[config.mk]
export PLATFORM = sky130hd
export DESIGN_NAME = lsu_access
export DESIGN_NICKNAME = d
export VERILOG_FILES = /design/src/rtl/lsu_pkg.sv /design/src/rtl/lsu_load_ext.sv /design/src/rtl/lsu_access.sv
export SDC_FILE = /design/constraint.sdc
export NUM_CORES = 1
export LEC_CHECK = 0
export CAP_MARGIN = 20
export CORE_ASPECT_RATIO = 1.75
export CORE_MARGIN = 4
export CORE_UTILIZATION = 43
export CTS_BUF_LIST = sky130_fd_sc_hd__clkbuf_4
export DETAILED_ROUTE_END_ITERATION = 7
export PLACE_DENSITY = 0.88
export SLEW_MARGIN = 20
export SYNTH_ARGS = -nofsm -noshare
export SYNTH_HDL_FRONTEND = slang
export SYNTH_SLANG_ARGS = --single-unit
[constraint.sdc]
create_clock -name clk -period 6.2 [get_ports clk]
set_input_delay 1.24 -clock clk [delete_from_list [all_inputs] [get_ports clk]]
set_output_delay 1.24 -clock clk [all_outputs]
set_load 0.1 [all_outputs]
[src/rtl/lsu_pkg.sv]
// Shared types for the load/store unit: access size encoding, FSM states and
// the default split point between data memory and IO space.
package lsu_pkg;

  typedef enum logic [1:0] {
    SIZE_BYTE    = 2'd0,
    SIZE_HALF    = 2'd1,
    SIZE_WORD    = 2'd2,
    SIZE_ILLEGAL = 2'd3
  } size_e;

  typedef enum logic [2:0] {
    IDLE     = 3'd0,
    DM_RESP  = 3'd1,
    IO_WAIT  = 3'd2,
    IO_RESP  = 3'd3,
    ERR_RESP = 3'd4
  } state_e;

  localparam logic [15:0] DM_LIMIT_DEFAULT = 16'h3000;

  // Lane mask for an access; an illegal size touches no lanes.
  function automatic logic [3:0] byte_enables(input size_e size, input logic [1:0] low);
    logic [3:0] be;
    case (size)
      SIZE_BYTE: be = 4'b0001 << low;
      SIZE_HALF: be = 4'b0011 << low;
      SIZE_WORD: be = 4'b1111;
      default:   be = 4'b0000;
    endcase
    return be;
  endfunction

endpackage

[src/rtl/lsu_load_ext.sv]
// Right-justifies a loaded word by its byte offset and sign/zero-extends it
// to 32 bits; used for both data memory and IO read data.
module lsu_load_ext
  import lsu_pkg::*;
(
  input  logic [31:0] data_i,
  input  logic [1:0]  low_addr_i,
  input  size_e       size_i,
  input  logic        unsigned_i,
  output logic [31:0] result_o
);

  logic [31:0] shifted;

  assign shifted = data_i >> {low_addr_i, 3'b000};

  always_comb begin
    result_o = shifted;
    case (size_i)
      SIZE_BYTE: result_o = {{24{~unsigned_i & shifted[7]}}, shifted[7:0]};
      SIZE_HALF: result_o = {{16{~unsigned_i & shifted[15]}}, shifted[15:0]};
      default:   result_o = shifted;
    endcase
  end

endmodule

[src/rtl/lsu_access.sv]
// Load/store access unit: steers aligned requests to a single-cycle data RAM
// or to a handshaked IO bridge with timeout, and reports misalignment errors.
module lsu_access
  import lsu_pkg::*;
#(
  parameter logic [15:0] DM_LIMIT   = DM_LIMIT_DEFAULT,
  parameter int          DM_AW      = 12,
  parameter int          IO_TIMEOUT = 15
) (
  input  logic             clk,
  input  logic             rst,
  input  logic             req_valid,
  output logic             req_ready,
  input  logic             req_we,
  input  logic [1:0]       req_size,
  input  logic             req_unsigned,
  input  logic [31:0]      req_addr,
  input  logic [31:0]      req_wdata,
  output logic             resp_valid,
  output logic [31:0]      resp_rdata,
  output logic             resp_misalign,
  output logic             resp_buserr,
  output logic             dm_en,
  output logic [3:0]       dm_we,
  output logic [DM_AW-1:0] dm_addr,
  output logic [31:0]      dm_wdata,
  input  logic [31:0]      dm_rdata,
  output logic             io_req,
  output logic             io_we,
  output logic [29:0]      io_addr,
  output logic [3:0]       io_be,
  output logic [31:0]      io_wdata,
  input  logic [31:0]      io_rdata,
  input  logic             io_ack
);

  localparam int CW = (IO_TIMEOUT > 1) ? $clog2(IO_TIMEOUT) : 1;
  localparam logic [CW-1:0] CNT_LAST = CW'(IO_TIMEOUT - 1);

  state_e        state_q, state_d;
  size_e         size_q, size_d;
  logic          unsigned_q, unsigned_d;
  logic          we_q, we_d;
  logic [1:0]    low_q, low_d;
  logic          misalign_q, misalign_d;
  logic [CW-1:0] cnt_q, cnt_d;
  logic          io_req_q, io_req_d;
  logic          io_we_q, io_we_d;
  logic [29:0]   io_addr_q, io_addr_d;
  logic [3:0]    io_be_q, io_be_d;
  logic [31:0]   io_wdata_q, io_wdata_d;
  logic [31:0]   io_rdata_q, io_rdata_d;

  size_e       req_size_e;
  logic [3:0]  req_be;
  logic [31:0] store_data;
  logic        misaligned;
  logic        is_dm;
  logic        accept;
  logic [31:0] ext_data;
  logic [31:0] ext_result;

  assign req_size_e = size_e'(req_size);
  assign req_be     = byte_enables(req_size_e, req_addr[1:0]);
  assign store_data = req_wdata << {req_addr[1:0], 3'b000};
  assign misaligned = (req_size_e == SIZE_ILLEGAL)
                    | ((req_size_e == SIZE_HALF) & req_addr[0])
                    | ((req_size_e == SIZE_WORD) & (|req_addr[1:0]));
  assign is_dm      = req_addr[15:0] < DM_LIMIT;

  assign req_ready = (state_q == IDLE) || (state_q == DM_RESP);
  // Reset gates acceptance so the RAM port stays quiet while rst is high.
  assign accept    = req_valid && req_ready && !rst;

  assign dm_en    = accept && !misaligned && is_dm;
  assign dm_we    = (dm_en && req_we) ? req_be : 4'b0000;
  assign dm_addr  = req_addr[DM_AW+1:2];
  assign dm_wdata = store_data;

  assign io_req   = io_req_q;
  assign io_we    = io_we_q;
  assign io_addr  = io_addr_q;
  assign io_be    = io_be_q;
  assign io_wdata = io_wdata_q;

  assign ext_data = (state_q == IO_RESP) ? io_rdata_q : dm_rdata;

  lsu_load_ext u_load_ext (
    .data_i     (ext_data),
    .low_addr_i (low_q),
    .size_i     (size_q),
    .unsigned_i (unsigned_q),
    .result_o   (ext_result)
  );

  assign resp_valid    = (state_q == DM_RESP) || (state_q == IO_RESP) || (state_q == ERR_RESP);
  assign resp_rdata    = (((state_q == DM_RESP) || (state_q == IO_RESP)) && !we_q) ? ext_result : 32'h0;
  assign resp_misalign = (state_q == ERR_RESP) && misalign_q;
  assign resp_buserr   = (state_q == ERR_RESP) && !misalign_q;

  always_ff @(posedge clk) begin
    if (rst) begin
      state_q    <= IDLE;
      size_q     <= SIZE_BYTE;
      unsigned_q <= 1'b0;
      we_q       <= 1'b0;
      low_q      <= 2'b00;
      misalign_q <= 1'b0;
      cnt_q      <= '0;
      io_req_q   <= 1'b0;
      io_we_q    <= 1'b0;
      io_addr_q  <= '0;
      io_be_q    <= 4'b0000;
      io_wdata_q <= 32'h0;
      io_rdata_q <= 32'h0;
    end else begin
      state_q    <= state_d;
      size_q     <= size_d;
      unsigned_q <= unsigned_d;
      we_q       <= we_d;
      low_q      <= low_d;
      misalign_q <= misalign_d;
      cnt_q      <= cnt_d;
      io_req_q   <= io_req_d;
      io_we_q    <= io_we_d;
      io_addr_q  <= io_addr_d;
      io_be_q    <= io_be_d;
      io_wdata_q <= io_wdata_d;
      io_rdata_q <= io_rdata_d;
    end
  end

  // An ack on the last allowed wait cycle takes priority over the timeout.
  always_comb begin
    state_d    = state_q;
    size_d     = size_q;
    unsigned_d = unsigned_q;
    we_d       = we_q;
    low_d      = low_q;
    misalign_d = misalign_q;
    cnt_d      = cnt_q;
    io_req_d   = io_req_q;
    io_we_d    = io_we_q;
    io_addr_d  = io_addr_q;
    io_be_d    = io_be_q;
    io_wdata_d = io_wdata_q;
    io_rdata_d = io_rdata_q;
    case (state_q)
      IDLE, DM_RESP: begin
        state_d = IDLE;
        if (accept) begin
          size_d     = req_size_e;
          unsigned_d = req_unsigned;
          we_d       = req_we;
          low_d      = req_addr[1:0];
          if (misaligned) begin
            state_d    = ERR_RESP;
            misalign_d = 1'b1;
          end else if (is_dm) begin
            state_d = DM_RESP;
          end else begin
            state_d    = IO_WAIT;
            cnt_d      = '0;
            io_req_d   = 1'b1;
            io_we_d    = req_we;
            io_addr_d  = req_addr[31:2];
            io_be_d    = req_be;
            io_wdata_d = store_data;
          end
        end
      end
      IO_WAIT: begin
        if (io_ack) begin
          io_rdata_d = io_rdata;
          io_req_d   = 1'b0;
          state_d    = IO_RESP;
        end else if (cnt_q == CNT_LAST) begin
          io_req_d   = 1'b0;
          misalign_d = 1'b0;
          state_d    = ERR_RESP;
        end else begin
          cnt_d = cnt_q + 1'b1;
        end
      end
      IO_RESP, ERR_RESP: state_d = IDLE;
      default:           state_d = IDLE;
    endcase
  end

endmodule

Word-level counts from Yosys, hierarchy flattened

Index checks and enable logic that the tools add are counted.
W data, S select, Z words.

Add/subtract/negate cells: 1
$lt $le $gt $ge: 1
Equal/unequal tests: 17
Shift operators: 4
Muxes and demuxes: 27
Bitwise gates (word level): 9
Reductions and logical operators: 27

Operator list:

| operator               | number |
|---|---|
| $mux W32               | 2 |
| $pmux W32 S2           | 1 |
| $shl A32 B5 Y32        | 1 |
| $shr A32 B5 Y32        | 1 |
| $mux W4                | 6 |
| $lt A16 B14 Y1 const B | 1 |
| $ne A2 B2 Y1 const B   | 7 |
| $mux W3                | 4 |
| $pmux W4 S3            | 1 |
| $reduce_and A5 Y1      | 2 |
| $logic_and A1 B1 Y1    | 8 |
| $mux W1                | 8 |
| $pmux W4 S2            | 1 |
| $eq A3 B2 Y1 const B   | 2 |
| $pmux W3 S2            | 1 |
| $reduce_and A6 Y1      | 1 |
| $add A4 B1 Y4 const B  | 1 |
| $and A1 B1 Y1          | 4 |
| $eq A2 B1 Y1 const B   | 2 |
| $eq A2 B2 Y1 const B   | 2 |
| $eq A4 B4 Y1 const B   | 1 |
| $logic_not A1 Y1       | 4 |
| $logic_not A2 Y1       | 2 |
| $pmux W1 S2            | 2 |
| 14 further kinds       | 21 |

Register bits: 114
Input bits: 136
Output and inout port bits: 153
Logic and storage cells: 99

Depth between registers and ports, before layout

Gate-level depths: netlist of the first run.

Word-level depth: 9
Depth in mapped cells: 10
Mapped depth without buffers: 7

Cells and area by module

From an unflattened synthesis of the first run, not the netlist that was laid out.

Cell total of the unflattened synthesis: 753
Area, all modules: 6,388.6 µm²

Modules (own cells, without submodules):

| module       | times used | cells an instance | area each (µm²) | sequential area each (µm²) |
|---|---|---|---|---|
| lsu_access   | 1          | 650               | 5,620.4         | 2,282.2 |
| lsu_load_ext | 1          | 103               | 768.2           | 0.0 |

Worst setup path before layout of the first run

OpenSTA, ideal clock, no wires.

Path type: input to output
From: input req_addr[0]
To: output dm_wdata[21]
Arrival: 3.841 ns
Required time: 4.960 ns
Slack: 1.119 ns
Stages: 3
Path buffers: 2
Path through: buf_1 clkbuf_1 o21ai_0

Word-level cells in the longest chain between the ends: 1

Ends and longest elaborated chain:

| element         | RTL line         | RTL |
|---|---|---|
| from (decl)     | lsu_access.sv:17 | `input logic [31:0] req_addr,` |
| $shl A32 B5 Y32 | lsu_access.sv:65 | `assign store_data = req_wdata << {req_addr[1:0], 3'b000};` |
| to (decl)       | lsu_access.sv:26 | `output logic [31:0] dm_wdata,` |

No other way between the ends.

Final worst setup path of the first run

From: register state_q[2]
To: output resp_rdata[8]

Word-level cells in the longest chain between the ends: 6
Elaborated cells between the ends (all ways): 9
Classes of those cells: eq/ne (2); shift (1); mux (3); bitwise (1); reduce/logical (2)

Ends and longest elaborated chain:

| element                | RTL line                           | RTL |
|---|---|---|
| from (decl)            | lsu_access.sv:40                   | `state_e state_q, state_d;` |
| from (signal assigned) | lsu_access.sv:117                  | `state_q <= state_d;` |
| $eq A3 B2 Y1           | lsu_access.sv:86, lsu_access.sv:97 |  |
| $mux W32               | lsu_access.sv:86                   | `assign ext_data = (state_q == IO_RESP) ? io_rdata_q : dm_rdata;` |
| $shr A32 B5 Y32        | lsu_load_ext.sv:15                 | `assign shifted = data_i >> {low_addr_i, 3'b000};` |
| $and A1 B1 Y1          | lsu_load_ext.sv:20                 | `SIZE_BYTE: result_o = {{24{~unsigned_i & shifted[7]}}, shifted[7:0]};` |
| $pmux W32 S2           | lsu_load_ext.sv:19                 | `case (size_i)` |
| $mux W32 (*)           | lsu_access.sv:97                   | `assign resp_rdata = (((state_q == DM_RESP) \|\| (state_q == IO_RESP)) && !we_q) ? ext_result : 32'h0;` |
| to (decl)              | lsu_access.sv:20                   | `output logic [31:0] resp_rdata,` |

Mark *: on every way between the ends. The rest lies on a longest branch, timed or not.

==> results of run 1 <==
## cell usage after synthesis (2+ instances only)
cell type and number:
a211oi_1 11, a21boi_1 2, a21oi_1 75, a22o_1 7
a22oi_1 2, a31oi_1 2, and2_1 11, buf_2 18
buf_4 15, buf_6 5, clkbuf_1 32, dfxtp_1 114
ha_1 2, inv_1 4, mux2_2 7, mux2i_1 54
mux4_2 2, nand2_1 220, nand2b_1 7, nand3_1 9
nand3b_1 34, nand4_1 2, nand4b_1 2, nor2_1 60
nor2b_1 13, nor3_1 15, nor3b_2 2, o211ai_1 11
o21ai_0 24, o21ai_2 2, or3_1 2
## kinds of logic after synthesis
logic type,Yosys count,synth area share
simple gates,384,0.296
compound gates,143,0.142
flops,114,0.380
buf+inv,75,0.0662
mux,63,0.111
fa+ha+maj,2,0.00416
xor+xnor,1,0.00146
## sequential cells by signal, indices dropped and copies added, names as in the netlist, 2 cells and up
name and cells:
size_q 2, io_addr 30, io_rdata_q 32, io_be 4
cnt_q 4, io_wdata 32, state_q 3, low_q 2
## cell type report
type                            count  area, µm²  area share
Antenna cell                        1       2.50    0.000274
Clock buffer                       17        128      0.0140
Clock inverter                     15        238      0.0261
Inverter                            4       15.0     0.00165
Multi-Input combinational cell    593       3340       0.366
Sequential cell                   114       2280       0.250
Tap cell                          174        218      0.0239
Timing Repair Buffer              294       2900       0.318
## worst max-delay path: stages (launching register included)
cell and delay (ns):
dfxtp_1 0.53, nand3b_4 0.57, mux4_2 0.63, nand3_1 0.13
a21o_1 0.27, o211ai_1 0.15, clkdlybuf4s50_1 1.00
## per-layer routing
metal	share of wire	global-route usage	vias to the layer above
met4	0.049	0.138	0
met5	0	0	-
li1	-	-	3116
met3	0.060	0.0710	50
met2	0.53	0.468	248
met1	0.37	0.274	2926
## power by group through the flow
stage | logic (µW) | clock network (µW) | registers, µW
2_1_floorplan | 334 | 0 | 930
3_3_place_gp | 671 | 0 | 796
3_5_place_dp | 676 | 0 | 797
4_1_cts | 678 | 709 | 781
5_1_grt | 705 | 750 | 785
6_report | 676 | 692 | 781
## placed cells by master, fill, tap and decap left out, drive strengths merged, types with 2 or more instances in the layout
cell / n
a211oi: 11
a21oi: 75
a21boi: 2
or3: 2
a22oi: 2
clkinv: 6
o211ai: 11
nand2: 221
nor2: 60
nand3: 9
nand3b: 35
mux4: 2
bufinv: 6
nor3: 16
buf: 22
ha: 2
dfxtp: 114
nand4b: 2
nor3b: 3
nor2b: 13
a22o: 7
o21ai: 26
clkinvlp: 2
and2: 11
o21a: 2
mux2i: 54
mux2: 7
nand2b: 7
clkbuf: 17
inv: 5
nand4: 2
a31oi: 2
clkdlybuf4s50: 272
## per-stage QoR
stage / cell area (µm²) / instances / hold slack, ns / setup slack (ns)
global placement: 8720 / 1177 / 0.441 / 1.28
finish: 9120 / 1212 / 0.459 / 1.18
global route: 9120 / 1212 / 0.483 / 0.987
floorplan: 6010 / 782 / 0.433 / 1.12
detailed placement: 8750 / 1179 / 0.447 / 1.25
CTS: 9120 / 1211 / 0.461 / 1.13
## final timing paths
path,start,end,slack [ns],cells past startpoint
min reg2reg,io_wdata[31],io_wdata[31],0.46,2
max reg2reg,state_q[2],io_wdata[28],3.59,7
min,io_wdata[31],io_wdata[31],0.46,2
max,state_q[2],resp_rdata[8],1.18,6
==> impl_metrics.env, run 1 <==
export IMPL_status="finished clean"
export IMPL_fillCellCount=1133
export IMPL_cp_arrival_ns=3.78
export IMPL_h_tree_depth=4
export IMPL_wl_per_cell_um=17.7
export IMPL_power_internal_uw=1360
export IMPL_hold_buffers=0
export IMPL_viasPerCell=5.23
export IMPL_peakVddDrop_mv=0.229
export IMPL_nets=1162
export IMPL_grt_max_degree=101
export IMPL_switchingPower_uw=788
export IMPL_grt_total_usage=0.260
export IMPL_worstSetupStartpointType="register"
export IMPL_grt_pass1_wl_um=33100
export IMPL_dieWidth_um=97.4
export IMPL_end_kind="output port"
export IMPL_cts_resized=0
export IMPL_rsz0062_at_grt="false"
export IMPL_synth_top_area_cell="dfxtp_1"
export IMPL_fin_crit_ns=5.02
export IMPL_fin_util=0.671
export IMPL_clockBufferDepth=2
export IMPL_ys_warn_count=0
export IMPL_port_buffers=288
export IMPL_clockPowerShare=0.322
export IMPL_core_um2=13600
export IMPL_cts_clk_slew_worst_paths_ns=0.10
export IMPL_max_freq_mhz=199
export IMPL_cts_sinks=114
export IMPL_first_pass_iters=4
export IMPL_synthTopCellsByArea="dfxtp_1, nand2_1, mux2i_1"
export IMPL_ys_flop_type="dfxtp_1"
export IMPL_num_io_pins=289
export IMPL_slew_viol_final=0
export IMPL_post_cts_buffers=0
export IMPL_synthArstFlopShare=0
export IMPL_critical_path_required_ns=4.96
export IMPL_finalHoldViolCount=0
export IMPL_drt_iter0_markers=287
export IMPL_slew_headroom=0.295
export IMPL_syn_area_um2=6010
export IMPL_comb_power_share=0.315
export IMPL_syn_num_nets=920
export IMPL_switching_share=0.367
export IMPL_pwr_share_seq=0.363
export IMPL_finalSetupViolCount=0
export IMPL_power_density_nw_per_um2=236
export IMPL_ys_types=47
export IMPL_finClkSkew_ns=0.0207
export IMPL_synth_area_per_cell_um2=7.69
export IMPL_route_detailed_drc=0
export IMPL_place_congestion=0.938
export IMPL_synth_top_cell_area_share=0.380
export IMPL_synthToLayoutAreaGrowth_pct=51.7
export IMPL_worst_pin_slew_ns=1.05
export IMPL_rows=56
export IMPL_p_leak_uw=0.00371
export IMPL_cap_viol_max_count=0
export IMPL_synth_edff_count=0
export IMPL_cp_max_fo=32
export IMPL_drtAntennaViolNets=0
export IMPL_via_count=6340
export IMPL_antenna_found_initial=1
export IMPL_netlist_instances=782
export IMPL_seq_area_frac_synth=0.380
export IMPL_die_area_um2=16000
export IMPL_start_util=0.442
export IMPL_grt_pass1_vias=6401
export IMPL_hpwl_um=16500
export IMPL_cts_tree="done"
export IMPL_p_total_uw=2150
export IMPL_clockRootBuffer="clkbuf_4"
export IMPL_die_h_um=164
export IMPL_layout_drive_gt1_share=0.0704
export IMPL_numCtsBuffers=17
export IMPL_clkLatencyLatePin_ns=0.49
export IMPL_fin_tns_setup_ns=0
export IMPL_overflow=0
export IMPL_hold_path_class="reg2reg"
export IMPL_synth_seq_cells=114
export IMPL_crit_type="reg2out"
export IMPL_period_share=0.809
export IMPL_routed_wl_um=21400
Power figures use the tool's default switching activity.
==> run 2: changes to the inputs <==
--- a/config.mk
+++ b/config.mk
@@ -8,10 +8,10 @@
 export CAP_MARGIN = 20
 export CORE_ASPECT_RATIO = 1.75
 export CORE_MARGIN = 4
-export CORE_UTILIZATION = 43
+export CORE_UTILIZATION = 38
 export CTS_BUF_LIST = sky130_fd_sc_hd__clkbuf_4
 export DETAILED_ROUTE_END_ITERATION = 7
-export PLACE_DENSITY = 0.88
+export PLACE_DENSITY = 0.83
 export SLEW_MARGIN = 20
 export SYNTH_ARGS = -nofsm -noshare
 export SYNTH_HDL_FRONTEND = slang
==> constraint.sdc (replaced) <==
create_clock -name clk -period 4.15 [get_ports clk]
set_input_delay 0.83 -clock clk [delete_from_list [all_inputs] [get_ports clk]]
set_output_delay 0.83 -clock clk [all_outputs]
set_load 0.1 [all_outputs]
==> run 2 against run 1 <==
Net effect:
- sequential cell count is the same
- routed wire length grew 3.4%
- first-iteration DRC count decreased by 28%
- core utilization shrank 8.2 points
- via count rose by 1.8%
- critical path depth stayed put
- largest cell class unchanged
- cell count grew 1.5%
- global-route usage fell by 1.9 points
==> impl_metrics.env, run 2 (synthesis gave the netlist of run 1 again) <==
export IMPL_layout_common_cells="nand2_1, clkdlybuf4s50_1, dfxtp_1"
export IMPL_fin_util=0.589
export IMPL_p_leak_uw=0.00386
export IMPL_grt_total_usage=0.241
export IMPL_critical_path_required_ns=3.32
export IMPL_finClkSkew_ns=0.0260
export IMPL_cts_sinks=114
export IMPL_switching_share=0.398
export IMPL_period_share=0.897
export IMPL_comb_power_share=0.331
export IMPL_cp_arrival_ns=2.89
export IMPL_holdWs_ns=0.464
export IMPL_crit_type="reg2out"
export IMPL_clockBufferDepth=2
export IMPL_post_cts_buffers=0
export IMPL_start_util=0.389
export IMPL_routed_wl_um=22200
export IMPL_path_buf_inv=1
export IMPL_finalSetupViolCount=0
export IMPL_cts_resized=0
export IMPL_port_buffers=288
export IMPL_cts_tree="done"
export IMPL_worstSetupStartpointType="register"
export IMPL_synthToLayoutAreaGrowth_pct=51.6
export IMPL_hold_path_class="reg2reg"
export IMPL_fin_ws_ns=0.429
export IMPL_nets=1168
export IMPL_route_detailed_drc=0
export IMPL_stdcell_count=1230
export IMPL_slew_headroom=0.286
export IMPL_power_density_nw_per_um2=341
export IMPL_overflow=0
export IMPL_viasPerCell=5.24
export IMPL_drtAntennaViolNets=0
export IMPL_wl_per_cell_um=18.0
export IMPL_clockPowerShare=0.294
export IMPL_worst_pin_slew_ns=1.07
export IMPL_die_area_um2=18000
export IMPL_end_kind="output port"
export IMPL_power_internal_uw=1870
export IMPL_slew_viol_final=0
export IMPL_numCtsBuffers=17
export IMPL_clockRootBuffer="clkbuf_4"
export IMPL_first_pass_iters=5
export IMPL_cp_top_family="multiplexers"
export IMPL_hpwl_um=17000
export IMPL_grt_pass1_vias=6452
export IMPL_place_congestion=0.932
export IMPL_cap_viol_max_count=0
export IMPL_preCtsSetupSlack_ns=0.597
export IMPL_cts_clk_slew_worst_paths_ns=0.12
export IMPL_drt_iter0_markers=208
export IMPL_clkLatencyLatePin_ns=0.52
export IMPL_cp_max_fo=20
export IMPL_h_tree_depth=4
export IMPL_hold_buffers=0
export IMPL_switchingPower_uw=1240
export IMPL_max_freq_mhz=269
export IMPL_slowest_stage="mux4_2"
export IMPL_die_h_um=174
export IMPL_slowest_delay_ns=0.62
export IMPL_dieWidth_um=103
export IMPL_grt_pass1_wl_um=33500
export IMPL_rows=60
export IMPL_layout_commonest_cell="nand2_1"
export IMPL_core_um2=15500
export IMPL_antenna_found_initial=1
export IMPL_via_count=6451
export IMPL_peakVddDrop_mv=0.293
export IMPL_fin_crit_ns=3.72
export IMPL_rsz0062_at_grt="false"
export IMPL_status="finished clean"
export IMPL_num_io_pins=289
export IMPL_grt_max_degree=60
export IMPL_pwr_share_seq=0.375
export IMPL_finalHoldViolCount=0
export IMPL_worstPathCellList="nand3b_4 > mux4_2 > nand3_1 > o211a_4 > o21ai_0 > buf_4"
export IMPL_layout_drive_gt1_share=0.142
export IMPL_dp_cells=1197
[run 2: cell types whose count changed in the layout (fill, tap and decap cells not counted), sizes merged]
cell / before / now
buf: 22 / 96
bufinv: 6 / 3
clkdlybuf4s50: 272 / 204
clkinvlp: 2 / 3
inv: 5 / 7
[run 2: power groups by stage]
| stage | clock [µW] | combinational, µW | sequential [µW] |
|---|---|---|---|
| after floorplan | 0 | 499 | 1390 |
| final | 916 | 1030 | 1170 |
| after global placement | 0 | 1020 | 1190 |
| after CTS | 941 | 1030 | 1170 |
| after global routing | 992 | 1070 | 1170 |
| after detailed placement | 0 | 1030 | 1190 |
[run 2: worst paths after layout]
check                start        endpoint  slack, ns  cells past startpoint
max reg2reg     state_q[1]  io_rdata_q[29]       1.99                      5
max             state_q[2]  resp_rdata[28]       0.43                      6
min          io_rdata_q[2]   io_rdata_q[2]       0.46                      2
min reg2reg  io_rdata_q[2]   io_rdata_q[2]       0.46                      2
[run 2: cell type report]
| cell class | instances | area (µm²) |
|---|---|---|
| Tap cell | 186 | 233 |
| Timing Repair Buffer | 300 | 2930 |
| Inverter | 4 | 15.0 |
| Sequential cell | 114 | 2280 |
| Antenna cell | 1 | 2.50 |
| Multi-Input combinational cell | 593 | 3340 |
| Clock buffer | 17 | 128 |
| Fill cell | 1371 | 6350 |
| Clock inverter | 15 | 183 |
[run 2: through the flow]
step | instance area (µm²) | setup TNS (ns) | power, µW
CTS | 9110 | 0 | 3140
floorplan | 6010 | -1.40 | 1890
global placement | 8800 | 0 | 2210
global route | 9110 | 0 | 3240
detailed placement | 8800 | 0 | 2220
finish | 9110 | 0 | 3110
[run 2: routing by layer]
metal  up-vias  share of wire  track usage
met5         -              0            0
met4         0          0.049        0.126
met3        62          0.064       0.0602
met2       267           0.52        0.424
met1      2993           0.36        0.255
li1       3129              -            -
[run 2: worst reg2reg max path, delay by kind of cell (launching register included)]
kind / cells / cell delay [ns]
AOI/OAI and AO/OA: 1 / 0.12
and+or+nand+nor: 3 / 1.15
buffers and inverters: 1 / 0.34
DFF: 1 / 0.49
==> run 3: changes to the inputs <==
--- a/config.mk
+++ b/config.mk
@@ -6,10 +6,10 @@
 export NUM_CORES = 1
 export LEC_CHECK = 0
 export CAP_MARGIN = 20
-export CORE_ASPECT_RATIO = 1.75
 export CORE_MARGIN = 4
 export CORE_UTILIZATION = 38
 export CTS_BUF_LIST = sky130_fd_sc_hd__clkbuf_4
+export CTS_CLUSTER_SIZE = 28
 export DETAILED_ROUTE_END_ITERATION = 7
 export PLACE_DENSITY = 0.83
 export SLEW_MARGIN = 20
==> constraint.sdc (replaced) <==
create_clock -name clk -period 4.15 [get_ports clk]
set_input_delay 1.245 -clock clk [delete_from_list [all_inputs] [get_ports clk]]
set_output_delay 1.245 -clock clk [all_outputs]
set_load 0.1 [all_outputs]
==> run 3 against run 2 <==
Net effect:
- clock skew fell by 0.014 ns
- power rose by 1.2%
- non-clock buffer count rose by 24
- global-route usage rose by 1.7 points
- via count rose by 3.1%
- core utilization rose by 8.1 points
- combinational power rose by 12%
- register-to-register slack improved by 0.16 ns
- first-iteration DRC count rose by 110%
- die area fell by 0.44%
==> impl_metrics.env, run 3 (synthesis gave the netlist of run 1 again) <==
export IMPL_slowest_stage="mux4_2"
export IMPL_cts_sinks=114
export IMPL_hold_path_class="reg2reg"
export IMPL_clkLatencyLatePin_ns=0.51
export IMPL_cts_tree="done"
export IMPL_finalSetupViolCount=0
export IMPL_cp_arrival_ns=2.88
export IMPL_routed_wl_um=23800
export IMPL_final_cell_area_um2=10300
export IMPL_dp_cells=1243
export IMPL_start_util=0.391
export IMPL_dieWidth_um=134
export IMPL_clockBufferDepth=2
export IMPL_drt_iter0_markers=433
export IMPL_grt_pass1_vias=6671
export IMPL_cp_max_fo=7
export IMPL_cp_top_family="buffers and inverters"
export IMPL_worstSetupStartpointType="input pin"
export IMPL_slowest_delay_ns=0.53
export IMPL_critical_path_required_ns=2.90
export IMPL_cap_viol_max_count=0
export IMPL_clockRootBuffer="clkbuf_4"
export IMPL_regArea_um2=2280
export IMPL_viasPerCell=5.20
export IMPL_slew_headroom=0.304
export IMPL_rows=45
export IMPL_die_area_um2=17900
export IMPL_nets=1193
export IMPL_status="finished clean"
export IMPL_drtAntennaViolNets=0
export IMPL_fin_crit_ns=4.13
export IMPL_hold_buffers=0
export IMPL_finClkSkew_ns=0.0122
export IMPL_power_density_nw_per_um2=306
export IMPL_port_buffers=288
export IMPL_overflow=0
export IMPL_antenna_found_initial=1
export IMPL_first_pass_iters=5
export IMPL_grt_total_usage=0.257
export IMPL_worst_pin_slew_ns=1.04
export IMPL_cts_clk_slew_worst_paths_ns=0.10
export IMPL_core_um2=15400
export IMPL_layout_common_cells="nand2_1, clkdlybuf4s50_1, dfxtp_1"
export IMPL_layout_commonest_cell="nand2_1"
export IMPL_period_share=0.995
export IMPL_grt_max_degree=79
export IMPL_layout_drive_gt1_share=0.207
export IMPL_path_buf_inv=2
export IMPL_hpwl_um=17900
export IMPL_num_io_pins=289
export IMPL_worstPathCellList="clkdlybuf4s50_1 > mux4_2 > nand3_1 > a21o_4 > o211ai_1 > buf_12"
export IMPL_fin_util=0.670
export IMPL_die_h_um=134
export IMPL_p_leak_uw=0.00423
export IMPL_place_congestion=0.976
export IMPL_crit_type="in2out"
export IMPL_h_tree_depth=4
export IMPL_end_kind="output port"
export IMPL_grt_pass1_wl_um=36300
export IMPL_max_freq_mhz=242
export IMPL_multiInputGateArea_um2=3530
export IMPL_slew_viol_final=0
export IMPL_numCtsBuffers=17
export IMPL_stdcell_count=1280
export IMPL_via_count=6651
export IMPL_wl_per_cell_um=18.6
export IMPL_route_detailed_drc=0
export IMPL_finalHoldViolCount=0
export IMPL_fillCellCount=1176
export IMPL_synthToLayoutAreaGrowth_pct=71.4
export IMPL_peakVddDrop_mv=0.268
export IMPL_place_area_um2=9900
run 3: cell type report:
class,instances,area share
inverter,4,0.00146
multi-input combinational,594,0.343
antenna,1,0.000243
tap,211,0.0256
sequential,114,0.222
timing repair buffer,324,0.381
clock buffer,17,0.0124
clock inverter,15,0.0151
run 3: stage by stage:
step / worst slack [ns] / setup TNS [ns] / power (µW) / hold slack, ns
3_5_place_dp: -0.115 / -1.18 / 2330 / 0.446
4_1_cts: -0.0132 / -0.0450 / 3180 / 0.461
3_3_place_gp: -0.0758 / -0.635 / 2320 / 0.440
2_1_floorplan: -0.648 / -4.73 / 1900 / 0.433
6_report: 0.0213 / 0 / 3150 / 0.460
5_1_grt: -0.00818 / -0.00818 / 3270 / 0.478
run 3: worst min-delay path, delay by kind of cell (launching register included):
family	cells	cell delay, ns
compound gates	1	0.05
flops	1	0.32
simple gates	1	0.05
run 3: per-layer routing:
layer	track usage	vias up	routed length, µm
li1	-	3193	-
met2	0.436	333	11300
met5	0	-	0
met1	0.289	3079	9080
met3	0.0998	46	2630
met4	0.109	0	751
run 3: repair_timing:
action / CTS / global route
buffers inserted: 3 / 0
gates resized for setup: 24 / 4
pin swaps: 5 / 1
cloned: 1 / 0
setup endpoints to repair: 21 / 25
run 3: where the power goes:
group          switching (µW)  internal, µW
combinational             753           394
sequential               32.8          1140
clock                     473           361
run 3: worst paths after layout:
kind                                     from             end  slack (ns)  depth (start not counted)
worst min-delay path            io_rdata_q[4]   io_rdata_q[4]        0.46                          2
worst max register to register     state_q[1]        io_be[0]        2.15                          7
worst max-delay path             dm_rdata[15]  resp_rdata[12]        0.02                          6
worst min register to register  io_rdata_q[4]   io_rdata_q[4]        0.46                          2
